### src/rtl/disp_arbiter.sv
// Round-robin arbiter that lets three requesters share one 4-digit BCD display,
// holding each accepted value for DWELL cycles. Optional feature macro: DISP_BCD_CHECK_EN.
module disp_arbiter #(
  parameter logic [25:0] DWELL = 26'd25000000
) (
  input  logic        CLK_50M,
  input  logic        RST,
  input  logic [2:0]  req,
  input  logic [15:0] data0,
  input  logic [15:0] data1,
  input  logic [15:0] data2,
  output logic [2:0]  ack,
  output logic [15:0] disp_data,
  output logic [1:0]  owner,
  output logic        busy,
  output logic        err
);

  typedef enum logic {IDLE, HOLD} state_t;

  state_t      r_state;
  logic [25:0] r_cnt;
  logic [1:0]  r_ptr;
  logic [1:0]  r_owner;
  logic [15:0] r_dispData;
  logic [2:0]  r_ack;

  logic        w_found;
  logic [1:0]  w_sel;
  logic [1:0]  w_idx;
  logic [15:0] w_selData;
  logic        w_accept;

  function automatic logic [1:0] mod3(input logic [2:0] s);
    logic [2:0] t;
    t = (s >= 3'd3) ? s - 3'd3 : s;
    return t[1:0];
  endfunction

  // Search starts just after the last grant so every requester gets a turn.
  always_comb begin
    w_found = 1'b0;
    w_sel   = r_ptr;
    w_idx   = r_ptr;
    for (int k = 1; k <= 3; k++) begin
      w_idx = mod3({1'b0, r_ptr} + 3'(k));
      if (!w_found && req[w_idx]) begin
        w_found = 1'b1;
        w_sel   = w_idx;
      end
    end
  end

  always_comb begin
    case (w_sel)
      2'd0:    w_selData = data0;
      2'd1:    w_selData = data1;
      default: w_selData = data2;
    endcase
  end

`ifdef DISP_BCD_CHECK_EN
  logic r_err;
  assign w_accept = (w_selData[3:0]   <= 4'd9) && (w_selData[7:4]   <= 4'd9) &&
                    (w_selData[11:8]  <= 4'd9) && (w_selData[15:12] <= 4'd9);
  assign err      = r_err;
`else
  assign w_accept = 1'b1;
  assign err      = 1'b0;
`endif

  always_ff @(posedge CLK_50M) begin
    if (RST) begin
      r_state    <= IDLE;
      r_cnt      <= 26'd0;
      r_ptr      <= 2'd2;
      r_owner    <= 2'd3;
      r_dispData <= 16'h0000;
      r_ack      <= 3'b000;
`ifdef DISP_BCD_CHECK_EN
      r_err      <= 1'b0;
`endif
    end else begin
      r_ack <= 3'b000;
`ifdef DISP_BCD_CHECK_EN
      r_err <= 1'b0;
`endif
      case (r_state)
        IDLE: begin
          if (w_found) begin
            // A rejected value still consumes its round-robin turn.
            r_ack <= 3'b001 << w_sel;
            r_ptr <= w_sel;
`ifdef DISP_BCD_CHECK_EN
            r_err <= ~w_accept;
`endif
            if (w_accept) begin
              r_dispData <= w_selData;
              r_owner    <= w_sel;
              r_cnt      <= 26'd0;
              r_state    <= HOLD;
            end
          end
        end
        HOLD: begin
          if (r_cnt == DWELL - 26'd1) begin
            r_cnt   <= 26'd0;
            r_state <= IDLE;
          end else begin
            r_cnt <= r_cnt + 26'd1;
          end
        end
        default: r_state <= IDLE;
      endcase
    end
  end

  assign ack       = r_ack;
  assign disp_data = r_dispData;
  assign owner     = r_owner;
  assign busy      = (r_state == HOLD);

endmodule

### config.mk
export PLATFORM = sky130hd
export DESIGN_NAME = disp_arbiter
export DESIGN_NICKNAME = d
export VERILOG_FILES = /design/src/rtl/disp_arbiter.sv
export SDC_FILE = /design/constraint.sdc
export NUM_CORES = 1
export LEC_CHECK = 0
export CORE_MARGIN = 2
export CORE_UTILIZATION = 50
export DETAILED_ROUTE_END_ITERATION = 6
export PLACE_DENSITY = 0.82
export SLEW_MARGIN = 20
export SYNTH_ARGS = -nofsm -noshare
export SYNTH_HDL_FRONTEND = slang
export SYNTH_SLANG_ARGS = --single-unit
### constraint.sdc
create_clock -name CLK_50M -period 6.74 [get_ports CLK_50M]
set_input_delay 2.022 -clock CLK_50M [delete_from_list [all_inputs] [get_ports CLK_50M]]
set_output_delay 2.022 -clock CLK_50M [all_outputs]
set_load 0.01 [all_outputs]
### Word level (Yosys, flattened, before mapping)

Cells that the tools add are included.

* add/subtract/negate cells: 7
* magnitude comparators: 6
* equality and inequality tests: 3
* shift-type cells: 1
* muxes and demuxes: 22
* bitwise operators: 2
* reduce and logical (&&, ||, !) cells: 7

Operators with widths (number)
* $mux W26: 2
* $pmux W26 S2: 1
* $pmux W16 S2: 1
* $add A26 B1 Y26 const B: 1
* $eq A26 B25 Y1 const B: 1
* $mux W2: 6
* $ge A3 B2 Y1 const B: 3
* $lt A2 B3 Y1 const B: 3
* $mux W1: 8
* $add A2 B2 Y3 const B: 2
* $bmux W1 S2: 3
* $sub A2 B2 Y2 const B: 3
* $add A2 B1 Y3 const B: 1
* $reduce_or A3 Y1: 1
* $shl A1 B2 Y3 const A: 1
* $eq A2 B1 Y1 const B: 1
* $logic_and A1 B1 Y1: 2
* $logic_not A1 Y1: 2
* $logic_not A2 Y1: 1
* $ne A2 B2 Y1 const B: 1
* $not A1 Y1: 2
* $pmux W1 S2: 1
* $reduce_and A2 Y1: 1

* register bits after elaboration: 50
* input bits: 53
* output and inout port bits: 23
* logic and storage cells: 54

### Longest topological paths before layout

* depth after elaboration: 14
* depth in mapped cells: 11

### Worst setup path before layout

Ideal clock, no wire load.

* kind: in2reg
* start point: input port req[0]
* end point: register r_dispData[10] (netlist: disp_data[10])
* data arrival time: 3.477 ns
* required time: 6.623 ns
* path slack: 3.146 ns
* cell stages on the path: 9
* buffers on the path: 3
* cell sequence: a21boi_2 -> and4b_1 -> o21a_1 -> or2_1 -> buf_6 -> and2_4 -> buf_6 -> buf_6 -> a22o_1

* cells in the longest elaborated chain, start to end: 11

Ends and longest elaborated chain
* start, declared: line 8 `input logic [2:0] req,`
* $bmux W1 S2: line 47 `if (!w_found && req[w_idx]) begin`
* $mux W1 (implied by the code): line 47
* $mux W1: line 47
* $logic_not A1 Y1: line 47
* $logic_and A1 B1 Y1: line 47
* $mux W1: line 47
* $logic_not A1 Y1: line 47
* $logic_and A1 B1 Y1: line 47
* $mux W2: line 47
* $eq A2 B1 Y1 or $logic_not A2 Y1 (tied branches): line 55 `case (w_sel)`
* $pmux W16 S2: line 55
* end signal, assigned: line 98 `r_dispData <= w_selData;`
* end, declared: line 25 `logic [15:0] r_dispData;`

Parallel ways exist; a longest one is shown, timed or not. The select of a mux whose other input is x is not followed.
A chain may end at the register's enable or synchronous reset.

### Worst setup path after layout

* start point: input port req[1]
* end point: register r_dispData[8] (netlist: disp_data[8])

Same word-level chain as after synthesis.

==> results.sh <==
export IMPL_syn_avg_cell_area_um2=8.47
export IMPL_path_cells="clkdlybuf4s50_1 -> and4bb_2 -> and3_1 -> a31oi_1 -> nand4_2 -> o21a_1 -> a22o_1"
export IMPL_arrival_ps=4530
export IMPL_power_w=0.00132
export IMPL_muxShareOfSynthArea_pct=6.40
export IMPL_cp_num_buf_inv=1
export IMPL_ys_flop_type="dfxtp_1"
export IMPL_finalCritPeriodShare_pct=64.1
export IMPL_drive_gt1_share_pct=5.79
export IMPL_cts_htree_levels=2
export IMPL_cap_violations=0
export IMPL_maxSlewViolCount=0
export IMPL_place_port_buffers=74
export IMPL_fillCellCount=435
export IMPL_cts_made_buffers=5
export IMPL_slowest_stage="nand4_2"
export IMPL_p_per_area_nw_per_um2=369
export IMPL_syn_area_um2=2680
export IMPL_grt_overflow_total=0
export IMPL_holdCritPathClass="flip-flop to flip-flop"
export IMPL_cts_root_buf="clkbuf_8"
export IMPL_p_sw_share_pct=38.3
export IMPL_synth_cells=316
export IMPL_dieArea_um2=5950
export IMPL_max_freq_mhz=231
export IMPL_setup_viol=0
export IMPL_initialDrtViolationCount=168
export IMPL_synth_xor_area_share_pct=0.982
export IMPL_die_w_um=77.2
export IMPL_synth_simple_gate_area_share_pct=21.8
export IMPL_finalNetCount=436
export IMPL_async_reset_ff_share_pct=0
export IMPL_syn_to_final_growth_pct=33.4
export IMPL_postPlaceCellArea_um2=3420
export IMPL_dp_hpwl_um=5090
export IMPL_yosysWarningCount=0
export IMPL_cts_sinks=49
export IMPL_comb_power_share_pct=51.6
export IMPL_postLayoutCellArea_um2=3570
export IMPL_wl_per_cell_um=16.1
export IMPL_drt_vias_per_instance=5.82
export IMPL_status="completed"
export IMPL_fin_cells=450
export IMPL_drc_errors=0
export IMPL_gp_congestion=0.913
export IMPL_grt_pass1_wl_um=11900
export IMPL_insertedDiodeCount=0
export IMPL_wirelength_um=7220
export IMPL_synth_edf_count=0
export IMPL_vias=2617
export IMPL_yosys_register_bits=49
export IMPL_numPlacedInstances=442
export IMPL_clkPwrFrac_pct=19.2
export IMPL_crit_family="simple AND/OR/NAND/NOR gates"
export IMPL_p_sw_w=0.000504
export IMPL_rsz0062_at_grt="no"
export IMPL_clock_latency_ps=310
export IMPL_drt_antenna_violating_nets=0
export IMPL_slowest_delay_ps=710
export IMPL_path_clk_slew_ps=100
export IMPL_initial_core_util_pct=52.1
export IMPL_finalHoldViolCount=0
export IMPL_core_um2=5140
export IMPL_fin_tns_setup_ps=0
export IMPL_die_h_um=77.2
export IMPL_intPower_w=0.000813
export IMPL_cts_tree="built"
export IMPL_antenna_found_initial=0
export IMPL_critPathLaunchType="input port"
export IMPL_skew_ps=6.12
export IMPL_yosysUniqueCellTypes=49
export IMPL_ios=76
export IMPL_grt_usage_pct=24.3
export IMPL_synth_compound_area_share_pct=26.5
export IMPL_synth_top_family_by_area="compound AO/OA/AOI/OAI gates"
export IMPL_grt_max_degree=37
export IMPL_seqPwrFrac_pct=29.2
export IMPL_num_rows=26
export IMPL_crit_type="input port to flip-flop"
export IMPL_ctsResizeCount=0
export IMPL_worstPathRequired_ps=6950
export IMPL_yosys_area_share_adder_pct=1.87
export IMPL_period_minus_slack_ps=4320
export IMPL_hold_buffers=0
export IMPL_cts_max_path_buffers=2
export IMPL_worstMarginPinSlew_ps=878
export IMPL_p_leak_nw=1.38
export IMPL_synth_nets=373
export IMPL_ir_drop_mv=0.177
export IMPL_cts_setup_buffers=0
export IMPL_grt_pass1_vias=2434
export IMPL_maxSlewHeadroom_pct=41.4
export IMPL_drt_first_pass_iters=4
export IMPL_crit_fanout=36
export IMPL_endpoint_kind="flip-flop"
export IMPL_synth_yosys_seq_area_share_pct=36.7
[flip-flops by register name (all words and copies together) (netlist names)]
signal     flops
r_cnt         26
r_ptr          2
ack            3
busy           1
owner          1
disp_data     16
[power groups by stage]
stage / clock [W] / combinational (W) / sequential [W]
detailed placement: 0 / 0.000669 / 0.000390
global route: 0.000266 / 0.000738 / 0.000390
floorplan: 0 / 0.000462 / 0.000397
CTS: 0.000257 / 0.000675 / 0.000383
global placement: 0 / 0.000652 / 0.000387
finish: 0.000253 / 0.000680 / 0.000384
[per-layer routing]
metal | up-vias | part of all wire (%) | global-route usage, % | routed length [µm]
met4 | 0 | 0.87 | 6.25 | 63
met5 | - | 0 | 0 | 0
met1 | 1222 | 46 | 32.7 | 3320
met3 | 8 | 6.1 | 5.53 | 443
li1 | 1294 | - | - | -
met2 | 93 | 47 | 39.3 | 3390
[worst min-delay path: cells and delay by family (launching register included)]
family	cells	cell delay [ps]
DFF	1	330
buffers and inverters	1	50
AOI/OAI and AO/OA	1	60
[final timing paths]
| check | startpoint | to | slack, ps | cells past startpoint |
|---|---|---|---|---|
| hold / removal | r_cnt[14]$_SDFFE_PP0P_ | r_cnt[14]$_SDFFE_PP0P_ | 480 | 2 |
| setup / recovery | req[1] | disp_data[8]$_SDFFE_PP0P_ | 2420 | 7 |
| setup reg to reg | r_ptr[0]$_SDFFE_PP0P_ | disp_data[8]$_SDFFE_PP0P_ | 3610 | 8 |
| hold reg to reg | r_cnt[14]$_SDFFE_PP0P_ | r_cnt[14]$_SDFFE_PP0P_ | 480 | 2 |
[per-stage QoR]
stage          utilization, %  worst slack, ps  hold WS (ps)
2_1_floorplan               -             3150           439
3_5_place_dp             66.6             2100           458
3_3_place_gp             66.5             2150           449
4_1_cts                  69.3             2410           481
5_1_grt                  69.4             2270           504
6_report                 69.4             2420           484
[synth_stat cells, types with 5 or more instances]
cell,number,area [µm²]
buf_2,7,35.0
nand3_1,10,50.1
and3_1,9,56.3
o21ai_0,36,180
inv_1,7,26.3
a21oi_1,14,70.1
o21a_1,17,128
a31oi_1,8,50.1
nand4_1,13,81.3
mux2i_1,16,160
nor2_1,13,48.8
nand2_1,34,128
dfxtp_1,49,981
a22o_1,17,149
clkbuf_1,6,22.5
nor3_1,5,25.0
[layout make-up]
cell class,instances,area (µm²),share of cell area [%]
clock buffers,5,68.8,1.93
clock inverters,3,68.8,1.93
inverters,7,26.3,0.736
multi-input cells,240,1580,44.3
flip-flops and latches,49,981,27.5
well taps,70,87.6,2.45
repair buffers,76,756,21.2
[cells in the final DEF, fill, tap and decap left out, drive strengths merged, types with 3 or more instances in the layout]
cell	synthesis	layout
clkdlybuf4s50	0	74
dfxtp	49	49
o21ai	37	37
nand2	34	34
o21a	17	17
a22o	17	17
mux2i	16	16
a21oi	14	14
nand4	14	14
nor2	13	13
nand3	10	10
and3	9	9
a31oi	8	8
inv	7	8
nor3	7	7
clkbuf	6	5
nand2b	4	4
ha	4	4
o31ai	4	4
nor2b	3	3
[logic make-up after synthesis]
group           after synthesis
flops                        49
compound gates              106
other cells                   1
buf+inv                      27
simple gates                109
mux                          17
fa+ha+maj                     4
xor+xnor                      3
(Power assumes the default switching activity.)
==> RTL change 1 (same flow settings) <==
Add a define of `DISP_BCD_CHECK_EN`.
--- a/src/rtl/disp_arbiter.sv
+++ b/src/rtl/disp_arbiter.sv
@@ -1,5 +1,7 @@
 // Round-robin arbiter that lets three requesters share one 4-digit BCD display,
 // holding each accepted value for DWELL cycles. Optional feature macro: DISP_BCD_CHECK_EN.
+`define DISP_BCD_CHECK_EN
+
 module disp_arbiter #(
   parameter logic [25:0] DWELL = 26'd25000000
 ) (
Formal check against the unedited RTL: not equivalent (Yosys sat finds a counterexample within 4 cycles, from zero or initial values and one cycle with RST high).
==> RTL change 1 against the original RTL <==
  * Area after synthesis rose by 21%
  * Setup slack got worse by 0.37 ns
  * Critical path type unchanged
  * Power rose by 9.2%
  * Largest cell class unchanged
  * Final area rose by 15%
  * Sequential cell count rose by 2
  * First-iteration DRC count rose by 0.60%
  * Wire length rose by 15%
  * Clock skew rose by 0.0054 ns
==> RTL change 1: results (changes against the original RTL) <==
* Buffers outside the clock class at 82 (was 76)
* Seq pwr share at 0.267 (was 0.292)
* Met1 layer wirelength in the final routing at 3830 um (was 3320 um)
* Part of the Yosys area used for sequential elements at 0.314 (was 0.367)
* Share of post-route cells with drive strength above 1 at 0.0513 (was 0.0579)
* Lkg Pwr at 1.49 nW (was 1.38 nW)
* Most common library cells after synthesis: sky130_fd_sc_hd__dfxtp_1, sky130_fd_sc_hd__nand2_1, sky130_fd_sc_hd__mux2i_1, sky130_fd_sc_hd__o21ai_0, sky130_fd_sc_hd__nor3_1 (was sky130_fd_sc_hd__dfxtp_1, sky130_fd_sc_hd__o21ai_0, sky130_fd_sc_hd__nand2_1, sky130_fd_sc_hd__a22o_1, sky130_fd_sc_hd__o21a_1)
* Largest net degree at the start of global routing at 46 (was 37)
* Number of multi-input combinational cells in the layout at 321 (was 240)
* Post-Route Hold Slack at 0.480 ns (was 0.484 ns)
* Routed length on met2 at 3910 um (was 3390 um)
* First DRT Iteration DRCs at 169 (was 168)
* Register-to-Register Setup Slack at 3.26 ns (was 3.61 ns)
* Number of global-route vias before repair at 3121 (was 2434)
* Clock Power at 0.227 mW (was 0.253 mW)
* Count of fill cells added during filler insertion at 557 (was 435)
* Fraction of standard cell area that is sequential at 0.248 (was 0.275)
* Count of clock tree sinks at 51 (was 49)
* Clock buffer cells at 6 (was 5)
* Crit-path max cell delay at 0.85 ns (was 0.71 ns)
* Met1 track utilization from global routing at 0.307 (was 0.327)
* Highest fanout seen on the critical path at 20 (was 36)
* Status: finished clean (unchanged)
* Worst clock skew on the final layout at 0.0116 ns (was 0.00612 ns)
* Global routing usage summed across all routing layers at 0.238 (was 0.243)
* Crit Reg-Reg Endpoint: disp_data[10] (was disp_data[8])
* Worst-case vdd ir drop at 212 uV (was 177 uV)
* Grt met3 use at 0.0590 (was 0.0553)
* Wire length of the first global-routing pass at 14200 um (was 11900 um)
* Fraction of area in clock buffers and inverters at 0.0285 (was 0.0386)
* Post-synthesis compound-gate area fraction at 0.209 (was 0.265)
* Vias post-DR at 3246 (was 2617)
* Arrival time worst endpoint at 4.93 ns (was 4.53 ns)
* Synthesized-area fraction occupied by adder cells at 0.0154 (was 0.0187)
* Hold Crit Start: disp_data[4] (was r_cnt[14])
* Met2 Use GR at 0.394 (was 0.393)
==> RTL change 1: cell types whose count changed in the layout (fill, tap and decap cells not counted), sizes merged, moves of 7 or more <==
cell | unedited run | this run
mux2i | 16 | 34
a22o | 17 | 0
nand2b | 4 | 20
nor3 | 7 | 26
o21a | 17 | 6
a211o | 0 | 17
nand3 | 10 | 19
nor4 | 2 | 9
nand4 | 14 | 6
nand2 | 34 | 46
==> RTL change 1: stage by stage <==
stage | setup WS [ns] | utilization | instance area (um2) | power (mW) | std cells
2_1_floorplan | 2.84 | - | 3250 | 1.01 | 412
3_3_place_gp | 1.90 | 0.634 | 4000 | 1.19 | 537
3_5_place_dp | 1.76 | 0.634 | 4000 | 1.21 | 537
4_1_cts | 2.07 | 0.653 | 4120 | 1.44 | 545
5_1_grt | 1.79 | 0.653 | 4120 | 1.53 | 545
6_report | 2.05 | 0.653 | 4120 | 1.44 | 545
==> RTL change 2 (same settings) <==
Without the edit above. Reset style: asynchronous (`RST`), changed in one clocked block.
--- a/src/rtl/disp_arbiter.sv
+++ b/src/rtl/disp_arbiter.sv
@@ -69,7 +69,7 @@
   assign err      = 1'b0;
 `endif
 
-  always_ff @(posedge CLK_50M) begin
+  always_ff @(posedge CLK_50M or posedge RST) begin
     if (RST) begin
       r_state    <= IDLE;
       r_cnt      <= 26'd0;
Behaviour: differs if RST is asserted again (counterexample within 4 cycles, from zero or initial values and one cycle with RST high); with RST held inactive, the same outputs for 10 cycles.
==> RTL change 2 against the original RTL <==
  * Sequential cell count did not move
  * Critical path type unchanged
  * Critical endpoint is now disp_data[9]
  * Setup slack improved by 0.36 ns
  * Wire length rose by 0.61%
  * Final area rose by 6.8%
  * Critical path depth fell by 1
  * Largest cell class unchanged
  * Non-clock buffer count rose by 2
  * Highest routed layer unchanged
  * Global-route usage fell by 2.3 points
  * Area after synthesis rose by 11%
Power is not compared: it rests on default switching activity, and its combinational part moved more than twofold at a synthesized area within 25%.
==> RTL change 2: results (changes against the original RTL) <==
* Post-synth cell types at 57 (was 49)
* Highest fanout seen on the critical path at 20 (was 36)
* Wire length of the first global-routing pass at 11400 um (was 11900 um)
* Leading register cell type out of synthesis: sky130_fd_sc_hd__dfrtp_1 (was sky130_fd_sc_hd__dfxtp_1)
* Area growth from synthesis to layout at 28.0% (was 33.4%)
* Part of the Yosys area used for sequential elements at 0.412 (was 0.367)
* Final weighted congestion in routability-driven placement at 0.908 (was 0.913)
* Mux share of post-synthesis cell area at 0.0643 (was 0.0640)
* Clock Latency Late Sink at 0.29 ns (was 0.31 ns)
* Number of global-route vias before repair at 2422 (was 2434)
* Post-synthesis compound-gate area fraction at 0.243 (was 0.265)
* Arrival time worst endpoint at 4.15 ns (was 4.53 ns)
* Number of cells on the worst hold path at 1 (was 2)
* Status: finished clean (unchanged)
* Global routing usage summed across all routing layers at 0.220 (was 0.243)
* Synth async-reset ratio at 1.00 (was 0)
* Synthesized-area fraction occupied by adder cells at 0.0168 (was 0.0187)
* Instance count after placement with tap cells included at 438 (was 442)
* Share of post-route cells with drive strength above 1 at 0.0863 (was 0.0579)
* Cells taking the most area after synthesis: sky130_fd_sc_hd__dfrtp_1, sky130_fd_sc_hd__mux2i_1, sky130_fd_sc_hd__o31ai_1 (was sky130_fd_sc_hd__dfxtp_1, sky130_fd_sc_hd__o21ai_0, sky130_fd_sc_hd__mux2i_1)
* Gate count of the mapped netlist at 307 (was 316)
* Parity-gate share of the synthesized area counting xor and xnor cells at 0.00294 (was 0.00982)
* DR pass1 iterations at 5 (was 4)
* Most common library cells after synthesis: sky130_fd_sc_hd__dfrtp_1, sky130_fd_sc_hd__o21ai_0, sky130_fd_sc_hd__a31oi_1, sky130_fd_sc_hd__o31ai_1, sky130_fd_sc_hd__nand2_1 (was sky130_fd_sc_hd__dfxtp_1, sky130_fd_sc_hd__o21ai_0, sky130_fd_sc_hd__nand2_1, sky130_fd_sc_hd__a22o_1, sky130_fd_sc_hd__o21a_1)
* Final net count at 427 (was 436)
* Cell Count, Final, Fillers Out at 446 (was 450)
* Transition at the pin with the smallest max-transition slack at 0.908 ns (was 0.878 ns)
* Post-DP HPWL at 5130 um (was 5090 um)
* Post-synthesis net count at 364 (was 373)
* Largest net degree at the start of global routing at 50 (was 37)
* Detailed Route WL at 7270 um (was 7220 um)
* Worst clock skew on the final layout at 0.00352 ns (was 0.00612 ns)
## RTL change 2: final timing paths
path / start / end / slack, ns
max reg2reg: r_ptr[1] / disp_data[9] / 3.97
min reg2reg: r_cnt[20] / r_cnt[20] / 0.49
min: r_cnt[20] / r_cnt[20] / 0.49
min in group asynchronous: RST / r_cnt[11] / 2.19
max in group asynchronous: RST / r_cnt[7] / 4.05
max: req[1] / disp_data[9] / 2.78
## RTL change 2: per-stage QoR
step	setup slack [ns]	area, um2	util
after floorplan	3.35	2980	-
after global placement	2.63	3700	0.633
after detailed placement	2.50	3700	0.633
after CTS	2.79	3810	0.652
after global routing	2.59	3810	0.652
final	2.78	3810	0.652
## RTL change 2: logic make-up (layout without fill, tap and decap cells)
kind of cell | after synthesis | count (layout)
DFF | 49 | 49
and+or+nand+nor | 99 | 99
AOI/OAI and AO/OA | 107 | 107
buffers and inverters | 27 | 91
muxes | 19 | 19
other | 1 | 1
adders and majority gates | 4 | 4
xor gates and xnor gates | 1 | 1
## RTL change 2: layout make-up
cell class	instances	area, um2	share of cell area
inverters	5	20.0	0.00525
flip-flops and latches	49	1230	0.322
clock buffers	6	72.6	0.0190
well taps	75	93.8	0.0246
repair buffers	78	771	0.202
clock inverters	2	38.8	0.0102
multi-input cells	231	1590	0.417
## RTL change 2: power by group through the flow
| stage | logic [mW] | registers, mW | clock network (mW) |
|---|---|---|---|
| 5_1_grt | 0.114 | 0.308 | 0.228 |
| 4_1_cts | 0.105 | 0.307 | 0.212 |
| 3_5_place_dp | 0.105 | 0.313 | 0 |
| 3_3_place_gp | 0.103 | 0.312 | 0 |
| 2_1_floorplan | 0.0450 | 0.316 | 0 |
| 6_report | 0.104 | 0.307 | 0.209 |
## RTL change 2: worst max-delay path, stage by stage
cell and delay [ns]:
sky130_fd_sc_hd__clkdlybuf4s50_1 0.61, sky130_fd_sc_hd__and2b_1 0.28, sky130_fd_sc_hd__nor3_2 0.10, sky130_fd_sc_hd__a22oi_1 0.25
sky130_fd_sc_hd__nand2b_1 0.47, sky130_fd_sc_hd__o31ai_1 0.41
## RTL change 2: per-layer routing
metal / wire (um) / share of wire / GRT usage / up-vias
li1: - / - / - / 1285
met1: 3120 / 0.43 / 0.284 / 1278
met2: 3420 / 0.47 / 0.379 / 106
met3: 677 / 0.093 / 0.0556 / 6
met4: 45 / 0.0062 / 0.0390 / 0
met5: 0 / 0 / 0 / -
